===== src/rtl/ws2812_rx_if.sv =====
// Pixel-side bundle of the WS2812B receiver. The decoder drives everything
// here (master); the pixel consumer and any checkers observe it (slave).
//
// Strobe semantics: pixel_valid, frame_done and err are one-cycle strobes with
// no ready/backpressure path. pixel_data and pixel_index are meaningful in the
// cycle pixel_valid is high and are held until the next pixel completes.
// pixel_count is meaningful in the cycle frame_done is high and is held until
// the next frame_done. state mirrors the decoder FSM for debug visibility.
interface ws2812_rx_if;
  logic [23:0] pixel_data;
  logic        pixel_valid;
  logic [7:0]  pixel_index;
  logic        frame_done;
  logic [7:0]  pixel_count;
  logic        err;
  logic        busy;
  logic [1:0]  state;

  modport master (
    output pixel_data, pixel_valid, pixel_index, frame_done,
           pixel_count, err, busy, state
  );

  modport slave (
    input pixel_data, pixel_valid, pixel_index, frame_done,
          pixel_count, err, busy, state
  );
endinterface


===== src/rtl/ws2812_rx.sv =====
// WS2812B single-wire receiver: synchronises din, measures each high pulse,
// decodes bits by pulse width, assembles 24-bit pixels and ends a frame on a
// long low (latch) gap. Any protocol error drops back to SYNC, which waits for
// a full latch gap before decoding resumes.
module ws2812_rx #(
  parameter int CLK_HZ       = 12_000_000,
  parameter int MIN_HIGH     = 2,
  parameter int THRESH       = 8,
  parameter int MAX_HIGH     = 20,
  parameter int RESET_CYCLES = 600,
  parameter bit MSB_FIRST    = 1'b1
) (
  input  logic           clk,
  input  logic           rst_n,
  input  logic           din,
  ws2812_rx_if.master    px
);

  localparam int CW = $clog2(RESET_CYCLES + 1);
  localparam logic [CW-1:0] RC_C   = CW'(RESET_CYCLES);
  localparam logic [CW-1:0] MINH_C = CW'(MIN_HIGH);
  localparam logic [CW-1:0] TH_C   = CW'(THRESH);
  localparam logic [CW-1:0] MAXH_C = CW'(MAX_HIGH);
  localparam logic [CW-1:0] ONE_C  = CW'(1);

  // The pulse-width windows must be ordered and fit the shared counter width.
  if (CLK_HZ <= 0 || MIN_HIGH < 1 || THRESH <= MIN_HIGH ||
      MAX_HIGH < THRESH || MAX_HIGH >= RESET_CYCLES) begin : g_bad_params
    $error("ws2812_rx: inconsistent timing parameters");
  end

  typedef enum logic [1:0] {
    SYNC = 2'd0,
    IDLE = 2'd1,
    HIGH = 2'd2,
    LOW  = 2'd3
  } state_t;

  state_t          state, state_n;
  logic            sync1, din_s, din_d;
  logic            rise, fall;
  logic [CW-1:0]   hcnt, hcnt_n;
  logic [CW-1:0]   lcnt, lcnt_n;
  logic [4:0]      bitcnt;
  logic [23:0]     shreg;
  logic [7:0]      idx;
  logic            shift_en, bit_val, drop, frame_end, err_n;

  assign rise = din_s & ~din_d;
  assign fall = ~din_s & din_d;
  assign px.state = state;

  // Two-flop synchroniser for the asynchronous line plus an edge-detect flop.
  always_ff @(posedge clk or negedge rst_n) begin
    if (!rst_n) begin
      sync1 <= 1'b0;
      din_s <= 1'b0;
      din_d <= 1'b0;
    end else begin
      sync1 <= din;
      din_s <= sync1;
      din_d <= din_s;
    end
  end

  // FSM state and pulse/gap counters.
  always_ff @(posedge clk or negedge rst_n) begin
    if (!rst_n) begin
      state <= SYNC;
      hcnt  <= '0;
      lcnt  <= '0;
    end else begin
      state <= state_n;
      hcnt  <= hcnt_n;
      lcnt  <= lcnt_n;
    end
  end

  // Next-state logic: pulse classification, latch-gap detection and errors.
  always_comb begin
    state_n   = state;
    hcnt_n    = hcnt;
    lcnt_n    = lcnt;
    shift_en  = 1'b0;
    bit_val   = 1'b0;
    drop      = 1'b0;
    frame_end = 1'b0;
    err_n     = 1'b0;
    case (state)
      SYNC: begin
        if (din_s) begin
          lcnt_n = '0;
        end else if (lcnt == RC_C) begin
          state_n = IDLE;
        end else begin
          lcnt_n = lcnt + ONE_C;
        end
      end
      IDLE: begin
        if (rise) begin
          state_n = HIGH;
          hcnt_n  = ONE_C;
        end
      end
      HIGH: begin
        // Over-long pulse is judged before the fall so MAX_HIGH+1 never decodes.
        if (hcnt > MAXH_C) begin
          err_n   = 1'b1;
          drop    = 1'b1;
          state_n = SYNC;
          lcnt_n  = '0;
        end else if (fall) begin
          if (hcnt < MINH_C) begin
            err_n   = 1'b1;
            drop    = 1'b1;
            state_n = SYNC;
            lcnt_n  = '0;
          end else begin
            shift_en = 1'b1;
            bit_val  = (hcnt >= TH_C);
            state_n  = LOW;
            lcnt_n   = ONE_C;
          end
        end else if (din_s && hcnt != {CW{1'b1}}) begin
          hcnt_n = hcnt + ONE_C;
        end
      end
      LOW: begin
        // Frame end wins; a coincident rise then opens bit 0 of a new frame.
        if (lcnt == RC_C) begin
          frame_end = 1'b1;
          err_n     = (bitcnt != 5'd0);
          if (rise) begin
            state_n = HIGH;
            hcnt_n  = ONE_C;
          end else begin
            state_n = IDLE;
          end
        end else if (rise) begin
          state_n = HIGH;
          hcnt_n  = ONE_C;
        end else if (lcnt != {CW{1'b1}}) begin
          lcnt_n = lcnt + ONE_C;
        end
      end
      default: state_n = SYNC;
    endcase
  end

  // Bit assembly, pixel completion one cycle after the 24th bit, frame
  // bookkeeping and registered outputs. An error also restarts pixel
  // numbering because decoding only resumes after a fresh latch gap.
  always_ff @(posedge clk or negedge rst_n) begin
    if (!rst_n) begin
      bitcnt         <= '0;
      shreg          <= '0;
      idx            <= '0;
      px.pixel_data  <= '0;
      px.pixel_valid <= 1'b0;
      px.pixel_index <= '0;
      px.frame_done  <= 1'b0;
      px.pixel_count <= '0;
      px.err         <= 1'b0;
      px.busy        <= 1'b0;
    end else begin
      px.pixel_valid <= 1'b0;
      px.frame_done  <= frame_end;
      px.err         <= err_n;
      px.busy        <= (state_n == HIGH) || (state_n == LOW);
      if (shift_en) begin
        shreg <= MSB_FIRST ? {shreg[22:0], bit_val} : {bit_val, shreg[23:1]};
      end
      if (frame_end) begin
        px.pixel_count <= idx;
      end
      if (drop || frame_end) begin
        bitcnt <= '0;
        idx    <= '0;
      end else if (shift_en) begin
        bitcnt <= bitcnt + 5'd1;
      end else if (bitcnt == 5'd24) begin
        bitcnt         <= '0;
        px.pixel_valid <= 1'b1;
        px.pixel_data  <= shreg;
        px.pixel_index <= idx;
        if (idx != 8'hFF) begin
          idx <= idx + 8'd1;
        end
      end
    end
  end

endmodule


===== src/flat_wrapper.sv =====
// flat-port wrapper written by rule: the top's interface ports become plain ports
module ws2812_rx_flat 
#(
  parameter int CLK_HZ       = 12_000_000,
  parameter int MIN_HIGH     = 2,
  parameter int THRESH       = 8,
  parameter int MAX_HIGH     = 20,
  parameter int RESET_CYCLES = 600,
  parameter bit MSB_FIRST    = 1'b1
)
  (clk, rst_n, din, px_pixel_data, px_pixel_valid, px_pixel_index, px_frame_done, px_pixel_count, px_err, px_busy, px_state);
  ws2812_rx_if px_i ();
  input  logic clk;
  input  logic rst_n;
  input  logic din;
  output wire logic [$bits(px_i.pixel_data)-1:0] px_pixel_data;
  output wire logic [$bits(px_i.pixel_valid)-1:0] px_pixel_valid;
  output wire logic [$bits(px_i.pixel_index)-1:0] px_pixel_index;
  output wire logic [$bits(px_i.frame_done)-1:0] px_frame_done;
  output wire logic [$bits(px_i.pixel_count)-1:0] px_pixel_count;
  output wire logic [$bits(px_i.err)-1:0] px_err;
  output wire logic [$bits(px_i.busy)-1:0] px_busy;
  output wire logic [$bits(px_i.state)-1:0] px_state;
  assign px_pixel_data = px_i.pixel_data;
  assign px_pixel_valid = px_i.pixel_valid;
  assign px_pixel_index = px_i.pixel_index;
  assign px_frame_done = px_i.frame_done;
  assign px_pixel_count = px_i.pixel_count;
  assign px_err = px_i.err;
  assign px_busy = px_i.busy;
  assign px_state = px_i.state;
  ws2812_rx #(.CLK_HZ(CLK_HZ), .MIN_HIGH(MIN_HIGH), .THRESH(THRESH), .MAX_HIGH(MAX_HIGH), .RESET_CYCLES(RESET_CYCLES), .MSB_FIRST(MSB_FIRST)) u_core (.clk(clk), .rst_n(rst_n), .din(din), .px(px_i));
endmodule

===== config.mk =====
export PLATFORM = sky130hd
export DESIGN_NAME = ws2812_rx_flat
export DESIGN_NICKNAME = d
export VERILOG_FILES = /design/src/rtl/ws2812_rx_if.sv /design/src/rtl/ws2812_rx.sv /design/src/flat_wrapper.sv
export SDC_FILE = /design/constraint.sdc
export NUM_CORES = 1
export LEC_CHECK = 0
export CAP_MARGIN = 20
export CORE_ASPECT_RATIO = 0.7
export CORE_MARGIN = 1.5
export CORE_UTILIZATION = 50
export CTS_BUF_LIST = sky130_fd_sc_hd__clkbuf_2 sky130_fd_sc_hd__clkbuf_4 sky130_fd_sc_hd__clkbuf_8
export DETAILED_ROUTE_END_ITERATION = 7
export PLACE_DENSITY = 0.8
export SETUP_SLACK_MARGIN = 0.02
export SKIP_CTS_REPAIR_TIMING = 1
export SLEW_MARGIN = 20
export SYNTH_ARGS = -nofsm -noshare
export SYNTH_HDL_FRONTEND = slang
export SYNTH_SLANG_ARGS = --single-unit

===== constraint.sdc =====
create_clock -name clk -period 6.9 [get_ports clk]
set_input_delay 1.38 -clock clk [delete_from_list [all_inputs] [get_ports clk]]
set_output_delay 1.38 -clock clk [all_outputs]
set_load 0.1 [all_outputs]

# Yosys cells after proc, flatten, opt, wreduce, memory -nomap -nowiden
# Index checks and enable logic that the tools add are counted.
dict set report word_totals {
  input_bits 3
  elab_cells 113
  register_bits 106
}
dict set report op_classes {
  n_reduce_logical 15
  n_eq_ne 20
  n_addsub 4
  order_cmp 3
  n_mux 49
  n_bitwise 6
}
# op n
set ops {}
lappend ops {{$mux 10} 11}
lappend ops {{$mux 8} 4}
lappend ops {{$pmux 10 s3} 1}
lappend ops {{$add 10x1->10 const B} 2}
lappend ops {{$ne 10x10->1 const B} 2}
lappend ops {{$pmux 10 s2} 1}
lappend ops {{$mux 1} 19}
lappend ops {{$mux 2} 8}
lappend ops {{$mux 5} 3}
lappend ops {{$eq 10x10->1 const B} 1}
lappend ops {{$ge 10x4->1 const B} 1}
lappend ops {{$gt 10x5->1 const B} 1}
lappend ops {{$lt 10x2->1 const B} 1}
lappend ops {{$ne 2x2->1 const B} 5}
lappend ops {{$add 8x1->8 const B} 1}
lappend ops {{$eq 2x2->1 const B} 4}
lappend ops {{$ne 8x8->1 const B} 1}
lappend ops {{$pmux 2 s4} 1}
lappend ops {{$ne 2x1->1 const B} 3}
lappend ops {{$reduce_and 3->1} 2}
lappend ops {{$reduce_and 6->1} 1}
lappend ops {{$reduce_bool 2->1} 3}
lappend ops {{$reduce_bool 3->1} 2}
lappend ops {{$add 5x1->5 const B} 1}
lappend ops {{other kinds (13)} 18}

# Longest topological paths before layout
# Gate-level depths: netlist of the first run.
dict set report depth {
  word_depth 8
  depth_mapped 10
  depth_no_buf 8
}

# Worst setup path before layout of the first run
# OpenSTA, ideal clock, no wires.
dict set report synth_timing {
  kind {reg2reg}
  from {register u_core.state[1] (netlist: u_core.px.state[1])}
  to {register u_core.shreg[10]}
  arrival_time_ns 2.516
  n_path_buf 2
  synth_period_minus_slack_ns 2.641
  setup_slack_ns 4.259
  path_stages_with_launch 7
  cell_sequence {dfrtp_1 > clkbuf_1 > nor2b_1 > nand3_1 > nor2_4 > buf_1 > mux2_2}
}
dict set report synth_between {
  elab_chain_len 2
}
# element line
set synth_lines {}
lappend synth_lines {{from (decl)} ws2812_rx.sv:39} ;# state_t state, state_n;
lappend synth_lines {{from (signal assigned)} ws2812_rx.sv:73} ;# state <= state_n;
lappend synth_lines {{$eq 2x2->1} ws2812_rx.sv:89} ;# case (state)
lappend synth_lines {{$mux 1} ws2812_rx.sv:89}
lappend synth_lines {{to (signal assigned)} ws2812_rx.sv:171} ;# shreg <= MSB_FIRST ? {shreg[22:0], bit_val} : {bit_val, shreg[23:1]};
lappend synth_lines {{to (decl)} ws2812_rx.sv:45} ;# logic [23:0] shreg;
# Every way passes these cells.
# A chain may end at the register's enable or synchronous reset.

# Worst setup path in the final report of the first run
dict set report layout_timing {
  from {register u_core.hcnt[1]}
  to {register u_core.px.pixel_data[2]}
}
dict set report layout_between {
  elab_chain_len 8
  elab_cells_between_ends 14
  classes_between {order compare: 2; mux: 8; bitwise: 2; reduce/logical: 2}
}
# element line
set layout_lines {}
lappend layout_lines {{from (decl)} ws2812_rx.sv:42} ;# logic [CW-1:0] hcnt, hcnt_n;
lappend layout_lines {{from (signal assigned)} ws2812_rx.sv:74} ;# hcnt <= hcnt_n;
lappend layout_lines {{$lt 10x2->1} ws2812_rx.sv:113} ;# if (hcnt < MINH_C) begin
lappend layout_lines {{$mux 1} ws2812_rx.sv:113}
lappend layout_lines {{$mux 1} ws2812_rx.sv:112} ;# end else if (fall) begin
lappend layout_lines {{$mux 1} ws2812_rx.sv:107} ;# if (hcnt > MAXH_C) begin
lappend layout_lines {{$mux 1} ws2812_rx.sv:89}
lappend layout_lines {{$logic_or 1x1->1} ws2812_rx.sv:176} ;# if (drop || frame_end) begin
lappend layout_lines {{$not 1->1 (no line)} n/a}
lappend layout_lines {{$reduce_and 3->1 (no line) (*)} n/a}
lappend layout_lines {{to (signal assigned)} ws2812_rx.sv:184} ;# px.pixel_data <= shreg;
lappend layout_lines {{to (decl)} ws2812_rx_if.sv:20} ;# output pixel_data, pixel_valid, pixel_index, frame_done,
# Every way passes the cells marked *; elsewhere a longest branch is shown, timed or not.

==> impl_metrics.toml, run 1 <==
[setup_path]
crit_arrival_ns = 4.03
reg2reg_from = "u_core.hcnt[1]$_DFFE_PN0P_"
crit_type = "flop to flop"
crit_path_start = "u_core.hcnt[1]$_DFFE_PN0P_"
crit_buf_inv = 1
r2r_cells = 8
reg2reg_to = "u_core.px.pixel_data[2]$_DFFE_PN0P_"
endpoint = "u_core.px.pixel_data[2]$_DFFE_PN0P_"
crit_chain = "inv_1 > ha_1 > nor2b_1 > o21ai_0 > nand3_1 > nor2_4 > or3_2 > mux2_2"
slowest_delay_ns = 0.97
cp.required_ns = 7.16
crit_fanout = 35
startpoint_type = "flop"
critPathSlowestCell = "or3_2"
cpLargestDelayFamily = "simple AND/OR/NAND/NOR gates"
rrSetupSlack_ns = 3.14
cp_num_cells = 8
end_kind = "flop"

[sta]
grt_setup_unrepaired = "no"
setup-violations-final = 0
whs_ns = 0.355
hold_violations = 0
tns_ns = 0
period_share_pct = 54.6
worst_slew_margin_rel_pct = 29.6
max_freq_mhz = 266
tightest_slew_ns = 1.06
min_period_ns = 3.76
drv_slew = 0
finClkSkew_ns = 0.0129

[placed_design]
port_buffers = 48
gp_congestion = 0.890
dp_hpwl_mm = 5.69

[power]
power.density_nw_per_um2 = 183
seq_power_share_pct = 63.3
switchingPower_uw = 226
ir_drop_v = 0.0000995
combinationalPowerShare_pct = 2.2
power.leakage_uw = 0.00257
clockPowerShare_pct = 34.5
intPower_uw = 764
switching_share_pct = 22.8

[clock_tree]
cts_tree = "done"
cts_root_buf = "clkbuf_8"
cts_buffers = 9
clk_latency_ns = 0.37
path_clk_slew_ns = 0.10
clock-sinks = 106
htreeDepth = 3
cts_max_path_buffers = 2

[floorplanning]
initial_core_util_pct = 51.7
core_um2 = 9070
rows = 29
pin_count = 49
design.die.area_um2 = 9970
die_y_um = 84.0
die_x_um = 119

[global_route]
first_global_vias = 3013
use_met1_pct = 24.9
grt_use_met3_pct = 4.58
antenna_found_initial = 0
grt_util_met2_pct = 28.0
grt_pass1_wl_mm = 14.6
grt_max_degree = 63
grt_busiest_layer = "met2"
gr-total-overflow = 0
grt_usage_pct = 18.2

[final_layout]
final_util_pct = 59.7
drive_gt1_share_pct = 22.2
multi_input_area_um2 = 1900
fill_cells = 700
area_growth_pct = 15.5
seqCellArea_um2 = 2650
n_antenna_cell = 0
nNetsFinal = 424

[synthesis]
async_flop_share_pct = 100
synth_seq_area_share_pct = 56.6
synth.yosys.warnings = 0
syn_nets = 379
synth_edf_count = 0
synth.cell_area_um2 = 4690
avgSynthCellArea_um2 = 12.7
ys_types = 47
synth_cells = 369
synthFlopType = "dfrtp_1"
synth_seq_cells = 106

[flow_run]
max-cap-violations = 0

[drt]
routed_wirelength_mm = 8.30
ant_nets = 0
first_pass_iters = 5
drt_iter0_markers = 329
drcViolationCount = 0
vias = 3038
avgRoutedWirePerCell_um = 15.3
viasPerCell = 5.59

[outcome]
status = "complete, no violations"

[min_path]
hold_class = "flop to flop"
-- registers in the layout (all words and copies together), names as in the netlist, 2 cells and up --
register,flops
u_core.px.pixel_index,8
u_core.px.pixel_count,8
u_core.px.state,2
u_core.px.pixel_data,24
u_core.hcnt,10
u_core.shreg,24
u_core.idx,8
u_core.bitcnt,5
u_core.lcnt,10
-- worst min path at each step --
stage	endpoint	start	slack, ns	cells past startpoint
floorplan	u_core.din_s$_DFF_PN0_	u_core.sync1$_DFF_PN0_	0.33	0
global placement	u_core.din_s$_DFF_PN0_	u_core.sync1$_DFF_PN0_	0.33	0
CTS	u_core.din_s$_DFF_PN0_	u_core.sync1$_DFF_PN0_	0.36	0
finish	u_core.din_s$_DFF_PN0_	u_core.sync1$_DFF_PN0_	0.35	0
global route	u_core.din_s$_DFF_PN0_	u_core.sync1$_DFF_PN0_	0.36	0
detailed placement	u_core.din_s$_DFF_PN0_	u_core.sync1$_DFF_PN0_	0.34	0
-- kinds of logic (layout without fill, tap and decap cells) --
group	count (synthesis)	in the layout	share of synthesized area, %
DFF	106	106	56.6
and+or+nand+nor	95	95	10.9
muxes	66	66	18.2
AOI/OAI and AO/OA	60	60	8.09
buffers and inverters	27	77	2.83
xor gates and xnor gates	8	8	1.50
adders and majority gates	7	7	1.87
-- cell type report --
cell class / instances / area share, %
Multi-Input combinational cell: 236 / 35.1
Clock inverter: 6 / 0.786
Timing Repair Buffer: 49 / 8.97
Sequential cell: 106 / 49.0
Clock buffer: 10 / 2.43
Inverter: 12 / 0.832
Tap cell: 124 / 2.87
-- power by group through the flow --
stage               Clock, uW  Combinational, uW  Sequential, uW
floorplan                   0               7.91             637
detailed placement          0               22.7             638
finish                    342               21.8             626
global route              378               26.3             627
global placement            0               21.8             638
CTS                       352               22.8             626
-- through the flow --
step                      cell area [um2]  cells  worst slack [ns]  total power, uW
after floorplan                      4690    369              4.26              645
after global placement               5240    527              3.38              660
after detailed placement             5240    527              3.16              661
after CTS                            5410    543              3.15             1000
after global routing                 5410    543              2.89             1030
final                                5410    543              3.14              989
-- layout by cell type, fill, tap and decap left out, types with 9 or more instances in the layout --
| cell type | count |
|---|---|
| a21oi_1 | 11 |
| clkbuf_8 | 9 |
| clkdlybuf4s50_1 | 47 |
| dfrtp_1 | 106 |
| inv_1 | 12 |
| mux2_2 | 37 |
| mux2_4 | 29 |
| nand2_1 | 12 |
| nand3_1 | 13 |
| nor2_1 | 23 |
| o21ai_0 | 24 |
-- routing by layer --
| layer | vias up | routed length [um] |
|---|---|---|
| met5 | - | 0 |
| met4 | 0 | 161 |
| met3 | 19 | 449 |
| met2 | 98 | 3800 |
| met1 | 1515 | 3890 |
| li1 | 1406 | - |
-- synth_stat cells (2+ instances only) --
cell type	count	area [um2]
o21ai_0	24	120
and2_1	7	43.8
nor2b_1	3	18.8
nand2_1	12	45.0
nor3_1	6	30.0
o31ai_1	5	37.5
clkbuf_1	8	30.0
buf_1	2	7.51
or2_2	4	25.0
or3_1	8	50.1
nand3_1	13	65.1
nor2_1	23	86.3
buf_6	4	45.0
o211ai_1	2	15.0
a21boi_0	2	15.0
ha_1	7	87.6
xor2_1	6	52.6
nand4_1	5	31.3
xnor2_1	2	17.5
o21a_1	2	15.0
nor4_1	2	12.5
a21oi_1	11	55.1
a22o_1	4	35.0
o22ai_1	2	12.5
inv_1	12	45.0
and3_1	2	12.5
mux2_4	29	435
dfrtp_1	106	2650
a31oi_1	2	12.5
mux2_2	37	417
No activity file was read; power rests on OpenSTA's default activity.
==> run 2, diff against run 1 <==
--- a/config.mk
+++ b/config.mk
@@ -11,7 +11,7 @@
 export CORE_UTILIZATION = 50
 export CTS_BUF_LIST = sky130_fd_sc_hd__clkbuf_2 sky130_fd_sc_hd__clkbuf_4 sky130_fd_sc_hd__clkbuf_8
 export DETAILED_ROUTE_END_ITERATION = 7
-export PLACE_DENSITY = 0.8
+export PLACE_DENSITY = 0.83
 export SETUP_SLACK_MARGIN = 0.02
 export SKIP_CTS_REPAIR_TIMING = 1
 export SLEW_MARGIN = 20
==> constraint.sdc (replaced) <==
create_clock -name clk -period 3.4 [get_ports clk]
set_input_delay 0.68 -clock clk [delete_from_list [all_inputs] [get_ports clk]]
set_output_delay 0.68 -clock clk [all_outputs]
set_load 0.1 [all_outputs]
==> impl_metrics.toml, run 2 (synthesized netlist as in run 1, its figures left out) <==
[floorplanning]
pin_count = 49
rows = 29
initial_core_util_pct = 51.7
design.die.area_um2 = 9970
die_x_um = 119
die_y_um = 84.0
core_um2 = 9070

[drt]
vias = 2973
routed_wirelength_mm = 8.61
drt_iter0_markers = 226
first_pass_iters = 4
viasPerCell = 5.42
drcViolationCount = 0
avgRoutedWirePerCell_um = 15.7
ant_nets = 0

[final_layout]
area_growth_pct = 17.0
layout_common_cells = "106 x dfrtp_1, 37 x mux2_2, 35 x clkdlybuf4s50_1, 29 x mux2_4, 24 x o21ai_0"
drive_gt1_share_pct = 26.1
design_area_um2 = 5480
largestRegisters = "u_core.px.pixel_data x24, u_core.shreg x24"
nNetsFinal = 430
n_antenna_cell = 0
final_common_cell = "dfrtp_1"

[setup_path]
crit_type = "flop to flop"
cp.required_ns = 3.66
slowest_delay_ns = 0.44
crit_chain = "inv_1 > ha_1 > nor2b_1 > o21a_1 > o31ai_1 > nand2_1 > buf_4 > or3_2 > buf_12 > mux2_4"
crit_fanout = 33
startpoint_type = "flop"
critPathSlowestCell = "or3_2"
crit_arrival_ns = 2.93
end_kind = "flop"

[clock_tree]
htreeDepth = 3
cts_buffers = 9
path_clk_slew_ns = 0.11
clock-sinks = 106
cts_root_buf = "clkbuf_8"
clk_latency_ns = 0.38
cts_tree = "done"
cts_max_path_buffers = 2

[min_path]
hold_class = "input port to async pin"

[power]
power.leakage_uw = 0.00265
power.density_nw_per_um2 = 386
ir_drop_v = 0.000191

[sta]
drv_slew = 0
tightest_slew_ns = 0.993
tns_ns = 0
worst_slew_margin_rel_pct = 33.6
period_share_pct = 78.4
hold_violations = 0
max_freq_mhz = 375
min_period_ns = 2.66
setup-violations-final = 0
grt_setup_unrepaired = "no"
finClkSkew_ns = 0.0115

[placed_design]
gp_congestion = 0.838
dp_hpwl_mm = 5.88
dpl_cell_area_um2 = 5270
port_buffers = 48

[flow_run]
max-cap-violations = 0

[global_route]
antenna_found_initial = 0
grt_pass1_wl_mm = 15.0
gr-total-overflow = 0
first_global_vias = 2973
grt_max_degree = 92
grt_usage_pct = 19.2

[outcome]
status = "complete, no violations"
## run 2: changes by cell type in the layout (fill, tap and decap cells not counted), sizes merged
| cell | delta |
|---|---|
| clkinv | -1 |
| bufinv | +1 |
| clkdlybuf4s50 | -12 |
| inv | +1 |
| buf | +18 |
| clkbuf | -1 |
## run 2: final cells by class
type / instances / area (um2)
tap: 124 / 155
inverter: 12 / 45.0
timing repair buffer: 55 / 517
fill: 689 / 3590
clock inverter: 7 / 87.6
clock buffer: 9 / 124
sequential: 106 / 2650
multi-input combinational: 236 / 1900
## run 2: worst max-delay path, delay by kind of cell, from the launching register on
family	cells	cell delay (ns)
AND/OR/NAND/NOR	3	0.58
buffers and inverters	3	0.49
adder cells (fa/ha/maj)	1	0.14
AO/OA/AOI/OAI	2	0.56
multiplexers	1	0.32
flip-flops	1	0.43
## run 2: worst paths after layout
check                           depth (start not counted)  slack, ns                       start                                    to
worst max register to register                         10       0.74  u_core.hcnt[0]$_DFFE_PN0P_  u_core.px.pixel_data[15]$_DFFE_PN0P_
worst max-delay path                                   10       0.74  u_core.hcnt[0]$_DFFE_PN0P_  u_core.px.pixel_data[15]$_DFFE_PN0P_
min in group clk                                        0       0.37      u_core.sync1$_DFF_PN0_                u_core.din_s$_DFF_PN0_
worst min-delay path                                    1       0.33                       rst_n   u_core.px.pixel_data[7]$_DFFE_PN0P_
worst min register to register                          0       0.37      u_core.sync1$_DFF_PN0_                u_core.din_s$_DFF_PN0_
max in group asynchronous                               2       2.37                       rst_n              u_core.px.busy$_DFF_PN0_
## run 2: layer usage
metal	track usage, %	share of wire [%]	vias up
met1	25.8	47	1475
met2	30.3	48	63
met5	0	0	-
met4	5.59	1.4	0
met3	5.67	4.2	12
li1	-	-	1423
## run 2: report_power, final
part / switching [uW] / internal, uW / leakage, uW / total [uW]
registers: 6.00 / 1260 / 0.00147 / 1270
logic: 34.2 / 11.5 / 0.00108 / 45.6
clock network: 447 / 353 / 0.0000992 / 799
total: 487 / 1630 / 0.00265 / 2120
## run 2: metrics by stage
step | utilization [%] | hold WS, ns | power, uW | std cells | setup WS (ns)
after global routing | 60.4 | 0.375 | 2200 | 549 | 0.566
after global placement | 58.1 | 0.334 | 1340 | 533 | 0.838
after floorplan | - | 0.331 | 1310 | 369 | 0.759
after detailed placement | 58.1 | 0.351 | 1340 | 533 | 0.779
after CTS | 60.4 | 0.375 | 2140 | 549 | 0.755
final | 60.4 | 0.326 | 2120 | 549 | 0.735
